==> config.mk <==
export PLATFORM = sky130hd
export DESIGN_NAME = decimal_display
export DESIGN_NICKNAME = d
export VERILOG_FILES = /design/src/rtl/decimal_display.sv
export SDC_FILE = /design/constraint.sdc
export NUM_CORES = 1
export LEC_CHECK = 0
export BUFFER_PORTS_ARGS = -buffer_cell sky130_fd_sc_hd__buf_2
export CAP_MARGIN = 10
export CORE_MARGIN = 2
export CORE_UTILIZATION = 52
export DETAILED_ROUTE_END_ITERATION = 12
export GPL_TIMING_DRIVEN = 0
export PLACE_DENSITY = 0.82
export SYNTH_ARGS = -nofsm -noshare
export SYNTH_HDL_FRONTEND = slang
export SYNTH_SLANG_ARGS = --single-unit
export TNS_END_PERCENT = 50
==> constraint.sdc <==
create_clock -name clk -period 3 [get_ports clk]
set_clock_uncertainty 0.15 [all_clocks]
set_input_delay 0.6 -clock clk [delete_from_list [all_inputs] [get_ports clk]]
set_output_delay 0.6 -clock clk [all_outputs]
set_load 0.005 [all_outputs]
==> src/rtl/decimal_display.sv <==
// 8-digit multiplexed common-anode 7-segment driver with INT/FRAC pages and per-frame snapshots.
// Optional macro LEADING_ZERO_BLANK_EN blanks leading zeros of the integer part on the INT page.
module decimal_display #(
    parameter int SCAN_DIV = 100000
) (
    input  logic        clk,
    input  logic        rst,
    input  logic [3:0]  sign,
    input  logic [23:0] int_val_6,
    input  logic [23:0] frac_val_6,
    input  logic        page_btn,
    output logic [6:0]  seg,
    output logic        dp,
    output logic [7:0]  an,
    output logic        page
);
    localparam int DW = (SCAN_DIV > 1) ? $clog2(SCAN_DIV) : 1;
    localparam logic [DW-1:0] DIV_LAST = DW'(SCAN_DIV - 1);
    localparam logic [DW-1:0] DIV_ONE  = DW'(1);
    localparam logic [6:0] GLYPH_BLANK = 7'b1111111;
    localparam logic [6:0] GLYPH_MINUS = 7'b0111111;

    function automatic logic [6:0] bcd_glyph(input logic [3:0] nib);
        logic [6:0] g;
        case (nib)
            4'd0:    g = 7'b1000000;
            4'd1:    g = 7'b1111001;
            4'd2:    g = 7'b0100100;
            4'd3:    g = 7'b0110000;
            4'd4:    g = 7'b0011001;
            4'd5:    g = 7'b0010010;
            4'd6:    g = 7'b0000010;
            4'd7:    g = 7'b1111000;
            4'd8:    g = 7'b0000000;
            4'd9:    g = 7'b0010000;
            default: g = 7'b0000110;
        endcase
        return g;
    endfunction

    logic [DW-1:0] div_r;
    logic [2:0]    idx_r;
    logic [3:0]    snap_sign_r;
    logic [23:0]   snap_int_r;
    logic [23:0]   snap_frac_r;
    logic          page_r;
    logic          page_next_r;
    logic          sync1_r, sync2_r, btn_prev_r;
    logic [6:0]    seg_r;
    logic          dp_r;
    logic [7:0]    an_r;

    logic          tick_s;
    logic          frame_s;
    logic          btn_rise_s;
    logic [2:0]    int_pos_s;
    logic [6:0]    glyph_s;
    logic          dp_s;
    logic [7:0]    an_s;
`ifdef LEADING_ZERO_BLANK_EN
    logic [5:0]    lz_s;
`endif

    // Scan timing and button edge strobes
    always_comb begin
        tick_s     = (div_r == DIV_LAST);
        frame_s    = tick_s && (idx_r == 3'd7);
        btn_rise_s = sync2_r && !btn_prev_r;
        int_pos_s  = idx_r - 3'd1;
        an_s       = ~(8'h01 << idx_r);
    end

`ifdef LEADING_ZERO_BLANK_EN
    // lz_s[k]: integer nibbles k..5 are all zero
    always_comb begin
        lz_s    = 6'b000000;
        lz_s[5] = (snap_int_r[23:20] == 4'h0);
        for (int k = 4; k >= 0; k--) begin
            lz_s[k] = lz_s[k + 1] && (snap_int_r[4*k +: 4] == 4'h0);
        end
    end
`endif

    // Glyph and decimal point for the digit currently indexed
    always_comb begin
        glyph_s = GLYPH_BLANK;
        dp_s    = 1'b1;
        if (!page_r) begin
            case (idx_r)
                3'd7: glyph_s = (snap_sign_r != 4'h0) ? GLYPH_MINUS : GLYPH_BLANK;
                3'd0: glyph_s = bcd_glyph(snap_frac_r[23:20]);
                default: begin
`ifdef LEADING_ZERO_BLANK_EN
                    if ((idx_r >= 3'd2) && lz_s[int_pos_s]) begin
                        glyph_s = GLYPH_BLANK;
                    end else begin
                        glyph_s = bcd_glyph(snap_int_r[{int_pos_s, 2'b00} +: 4]);
                    end
`else
                    glyph_s = bcd_glyph(snap_int_r[{int_pos_s, 2'b00} +: 4]);
`endif
                    dp_s = (idx_r != 3'd1);
                end
            endcase
        end else begin
            case (idx_r)
                3'd7, 3'd6: glyph_s = GLYPH_BLANK;
                default:    glyph_s = bcd_glyph(snap_frac_r[{idx_r, 2'b00} +: 4]);
            endcase
        end
    end

    // Scan divider and digit index
    always_ff @(posedge clk or posedge rst) begin
        if (rst) begin
            div_r <= '0;
            idx_r <= 3'd0;
        end else if (tick_s) begin
            div_r <= '0;
            idx_r <= idx_r + 3'd1;
        end else begin
            div_r <= div_r + DIV_ONE;
        end
    end

    // Frame snapshot and page register; only updated on frame boundaries
    always_ff @(posedge clk or posedge rst) begin
        if (rst) begin
            snap_sign_r <= 4'h0;
            snap_int_r  <= 24'h000000;
            snap_frac_r <= 24'h000000;
            page_r      <= 1'b0;
        end else if (frame_s) begin
            snap_sign_r <= sign;
            snap_int_r  <= int_val_6;
            snap_frac_r <= frac_val_6;
            page_r      <= page_next_r;
        end
    end

    // Button synchronizer, edge detect and pending page toggle
    always_ff @(posedge clk or posedge rst) begin
        if (rst) begin
            sync1_r     <= 1'b0;
            sync2_r     <= 1'b0;
            btn_prev_r  <= 1'b0;
            page_next_r <= 1'b0;
        end else begin
            sync1_r    <= page_btn;
            sync2_r    <= sync1_r;
            btn_prev_r <= sync2_r;
            if (btn_rise_s) begin
                page_next_r <= !page_next_r;
            end
        end
    end

    // Registered display outputs
    always_ff @(posedge clk or posedge rst) begin
        if (rst) begin
            seg_r <= 7'h7F;
            dp_r  <= 1'b1;
            an_r  <= 8'hFF;
        end else begin
            seg_r <= glyph_s;
            dp_r  <= dp_s;
            an_r  <= an_s;
        end
    end

    assign seg  = seg_r;
    assign dp   = dp_r;
    assign an   = an_r;
    assign page = page_r;
endmodule

Word level (Yosys, flattened, before mapping)

Memories as Yosys holds them, arrays and structs flattened.
Cells that the tools add are included.

$add $sub $neg: 3
Eq/ne operators: 4
Shift-type cells: 3
Muxes and demuxes: 7
Bitwise logic cells: 1
Reductions and logical operators: 8

Operator list:

| kind                                                               | count |
|---|---|
| 24-bit by 6-bit indexed part select with 4-bit output              | 2 |
| 7-bit 2-to-1 mux                                                   | 3 |
| 17-bit by 1-bit adder with 17-bit output, second input constant    | 1 |
| 17-bit equality test, second input constant                        | 1 |
| 17-bit 2-to-1 mux                                                  | 1 |
| 7-bit case mux with 2 select lines                                 | 1 |
| 8-bit NOT                                                          | 1 |
| 1-bit by 3-bit << shifter with 8-bit output, first input constant  | 1 |
| 3-bit equality test, second input constant                         | 2 |
| 4-bit nonzero test                                                 | 1 |
| 2-bit OR reduction                                                 | 2 |
| 3-bit by 1-bit adder with 3-bit output, second input constant      | 1 |
| 3-bit zero test                                                    | 1 |
| 3-bit by 1-bit != test with 1-bit output, second input constant    | 1 |
| 3-bit by 1-bit subtractor with 3-bit output, second input constant | 1 |
| 1-bit logical AND                                                  | 2 |
| 1-bit zero test                                                    | 2 |
| 1-bit 2-to-1 mux                                                   | 2 |

Register bits after elaboration: 93
Memory bits (read-only): 336
Memories: 3

Memories:

| name             | depth | bits a word | rd ports | clocked after Yosys merged registers in | wr ports | RTL line | RTL |
|---|---|---|---|---|---|---|---|
| (name not given) | 16    | 7           | 1        | 0                                       | 0        | 25       | `case (nib)` |
| (name not given) | 16    | 7           | 1        | 0                                       | 0        | 25       |  |
| (name not given) | 16    | 7           | 1        | 0                                       | 0        | 25       |  |

Logic depth before layout (Yosys ltp)

An unclocked memory read counts as a cell.

Word-level depth: 5
Mapped depth: 12
Mapped depth without buffers: 11

Worst setup path before layout

No wires, ideal clock.

Path kind: reg-to-reg
Start: register idx_r[0]
End: register seg_r[3], in the netlist seg[3]
Library setup time: 0.060 ns
Arrival time: 2.957 ns
Data required time: 2.790 ns
Path slack: -0.167 ns
Cell stages (with the launch flop): 11
Clock period less this slack: 3.167 ns
Path through: dfrtp_1 > buf_2 > inv_1 > ha_1 > clkbuf_1 > mux4_2 > a22oi_1 > ha_1 > nor2b_1 > a211oi_1 > o22a_1

Longest elaborated chain between the ends: 5
Elaborated cells on any way between the ends: 12
Classes of those cells: add/sub (1); eq/ne (2); shift (2); mux (3); reduce/logical (2); memory (2)

RTL lines:

| item                                                  | RTL line | RTL |
|---|---|---|
| from (decl)                                           | 42       | `logic [2:0] idx_r;` |
| from (signal assigned)                                | 120      | `idx_r <= idx_r + 3'd1;` |
| 3-bit by 1-bit subtractor with 3-bit output           | 69       | `int_pos_s = idx_r - 3'd1;` |
| net int_pos_s[0]                                      | 56       | `logic [2:0] int_pos_s;` |
| 24-bit by 6-bit indexed part select with 4-bit output | 100      | `glyph_s = bcd_glyph(snap_int_r[{int_pos_s, 2'b00} +: 4]);` |
| memory read 16 x 7 bit                                | --       |  |
| 7-bit case mux with 2 select lines                    | 89       | `case (idx_r)` |
| 7-bit 2-to-1 mux                                      | 88       | `if (!page_r) begin` |
| net glyph_s[3]                                        | 57       | `logic [6:0] glyph_s;` |
| to (signal assigned)                                  | 165      | `seg_r <= glyph_s;` |
| to (decl)                                             | 49       | `logic [6:0] seg_r;` |

The timed path passes the listed nets, and every way through them passes these cells.
A chain may end at the register's enable or synchronous reset.

Worst setup path after layout

Same ends and word-level chain as after synthesis.

==> out/results.ini <==
[synth]
ys_seq_area_share_pct = 47.35
ys_types = 43
synth-seq-cells = 93
yosys_warnings = 0
syn-num-nets = 477
ys.flop_type = dfrtp_1
synth_edf_count = 0
synth.cell_area_um2 = 4957
syn-mean-instance-area_um2 = 12.46
postSynth.asyncResetShare_pct = 100.0
synthCells = 398

[setup_path]
criticalPathCategory = reg -> reg
critPathCaptureType = flop
ff2ff_setup_slack_ns = 0.12
r2r-end = seg[3]$_DFF_PP1_
rr_worst_depth = 11
critical_path.max_fanout = 10
worst_path_max_delay_cell = dfrtp_2
path_buf_inv = 3
crit_start = idx_r[0]$_DFFE_PP0N_
crit_arrival_ns = 3.03
worstPathRequired_ns = 3.16
worstPathCellList = buf_8 > clkinvlp_4 > buf_4 > ha_1 > xnor2_4 > nor2_1 > a22oi_2 > ha_1 > nor2b_1 > a211oi_2 > o22a_1
path_depth = 11
r2r_start = idx_r[0]$_DFFE_PP0N_
path_delay_family = compound AO/OA/AOI/OAI gates
path_common_cell = ha_1
cp_slowest_stage_delay_ns = 0.41
setup.worst_path.end = seg[3]$_DFF_PP1_
cp-start-kind = flop

[timing]
holdWs_ns = 0.08424
fin_setup_tns_ns = 0
rsz0062_at_grt = false
fin_crit_sh_pct = 95.84
clock.fmax_mhz = 347.8
min_period_ns = 2.875
drv_slew = 0
worst_pin_slew_ns = 0.8794
setup_viol = 0
relSlewSlack_pct = 41.37
hold_viol_final = 0

[placement]
portBuffers = 71
placed_cell_area_um2 = 5520
place_inst = 600
dp_hpwl_mm = 7.195
routabilityCongestion = 0.8981

[clock_network]
cts_tree = yes
clk_pin_slew_ns = 0.11
root_buffer = clkbuf_8
numCtsBuffers = 9
cts-htree-levels = 3
clockBufferDepth = 2
clk-insertion-delay-late_ns = 0.37
clock-sinks = 93

[power]
swShare_pct = 24.89
seqPwrFrac_pct = 54.2
clockPowerShare_pct = 37.1
power.share.combinational_pct = 8.7
internal_power_w = 0.001857
power_switching_w = 0.0006152
p_per_area_nw_per_um2 = 422.0
ir_drop_v = 0.0002200
power.leakage_nw = 2.780

[floorplan]
std_cell_rows = 35
core_um2 = 9240
ioPinCount = 72
initial_core_util_pct = 53.65
die_area_um2 = 10330
die_h_um = 101.6
die_w_um = 101.6

[final_layout]
final_common_cell = dfrtp_1
drive_above_1_share_pct = 40.53
stdcell_count = 620
nets = 565
syn_to_final_growth_pct = 18.15
design_area_um2 = 5857
final_cell_mix = 75 x dfrtp_1, 72 x buf_2, 50 x mux2_4
diodes = 0

[global_routing]
grt_max_degree = 41
overflow = 0
grt_pass1_vias = 3488
grt.total_usage_pct = 21.06
antenna_found_initial = 0
grt_first_pass_wirelength_mm = 16.82

[route]
ant_nets = 0
dr.pass1.iters = 4
drcViolationCount = 0
wl_per_cell_um = 16.10
vias_per_cell = 5.361
drtIter0Drc = 133
routed_wirelength_mm = 9.983
vias = 3324

[worst_hold_path]
hold_path.class = in -> async

[run]
drv_cap = 0

[run_status]
outcome = finished clean

==> state kept, by name, indices dropped and copies added, names as in the netlist <==
register,count
snap_frac_r,24
snap_int_r,24
div_r,17
an,8
seg,7
snap_sign_r,4
idx_r,3
btn_prev_r,1
dp,1
page,1
page_next_r,1
sync1_r,1
sync2_r,1
==> layer usage <==
metal	up-vias	share of wire (%)	global-route usage, %
met3	14	4.3	4.693
li1	1570	-	-
met1	1655	45	28.12
met5	-	0	0
met2	85	49	33.20
met4	0	1.8	9.044
==> cells in the mapped netlist, types with 10 or more instances <==
master | n | area share (%)
dfstp_2 | 16 | 8.5
ha_1 | 24 | 6.1
nand2_1 | 29 | 2.2
clkbuf_1 | 10 | 0.76
mux2_4 | 50 | 15
o21ai_0 | 12 | 1.2
inv_1 | 14 | 1.1
mux2i_1 | 13 | 2.6
xor2_1 | 10 | 1.8
a21oi_1 | 16 | 1.6
nor2_1 | 26 | 2.0
nand3_1 | 13 | 1.3
dfrtp_1 | 77 | 39
==> power by group through the flow <==
stage | clock (W) | combinational, W | sequential, W
after floorplan | 0 | 0.000135 | 0.00136
after global placement | 0 | 0.000199 | 0.00136
after detailed placement | 0 | 0.000213 | 0.00136
after CTS | 0.000924 | 0.000215 | 0.00134
after global routing | 0.000978 | 0.000241 | 0.00135
final | 0.000917 | 0.000214 | 0.00134
==> cell type report <==
type	count	area [um^2]
clock buffer	10	137.6
sequential	93	2350
timing repair buffer	79	440.4
inverter	14	60.06
buffer	17	193.9
fill	701	3383
tap	129	161.4
multi-input combinational	272	2436
clock inverter	6	77.57
==> stage by stage <==
stage	worst slack [ns]	util, %	total power (W)
floorplan	-0.07511	-	0.001491
global placement	-0.7728	59.31	0.001560
detailed placement	-0.8343	59.74	0.001577
CTS	0.007829	62.91	0.002480
global route	0.003496	63.39	0.002567
finish	0.1248	63.39	0.002472
==> worst register-to-register path, cell delays in order, from the launching register on <==
cell        delay (ns)
dfrtp_2           0.41
buf_8             0.18
clkinvlp_4        0.14
buf_4             0.19
ha_1              0.28
xnor2_4           0.29
nor2_1            0.12
a22oi_2           0.19
ha_1              0.28
nor2b_1           0.16
a211oi_2          0.23
o22a_1            0.19
==> cells by family after synthesis <==
| family | share of synthesized area (%) |
|---|---|
| xor gates and xnor gates | 3.357 |
| AOI/OAI and AO/OA | 6.790 |
| DFF | 47.35 |
| buffers and inverters | 4.493 |
| muxes | 22.08 |
| and+or+nand+nor | 9.869 |
| adders and majority gates | 6.058 |
==> what timing repair did <==
item / CTS / global route
pin swaps: 1 / 1
resized for setup: 13 / 7
endpoints found under the setup margin: 7 / 6
setup buffers: 4 / 2
hold buffers: 0 / 0
==> how the worst min path moves through the flow <==
| stage | endpoint | slack, ns | cells after the start |
|---|---|---|---|
| global placement | sync2_r$_DFF_PP0_ | 0.18 | 0 |
| CTS | div_r[8]$_DFF_PP0_ | 0.08 | 2 |
| global route | div_r[8]$_DFF_PP0_ | 0.10 | 2 |
| detailed placement | sync2_r$_DFF_PP0_ | 0.19 | 0 |
| floorplan | sync2_r$_DFF_PP0_ | 0.18 | 0 |
| finish | div_r[8]$_DFF_PP0_ | 0.08 | 2 |
(Power assumes the default switching activity.)
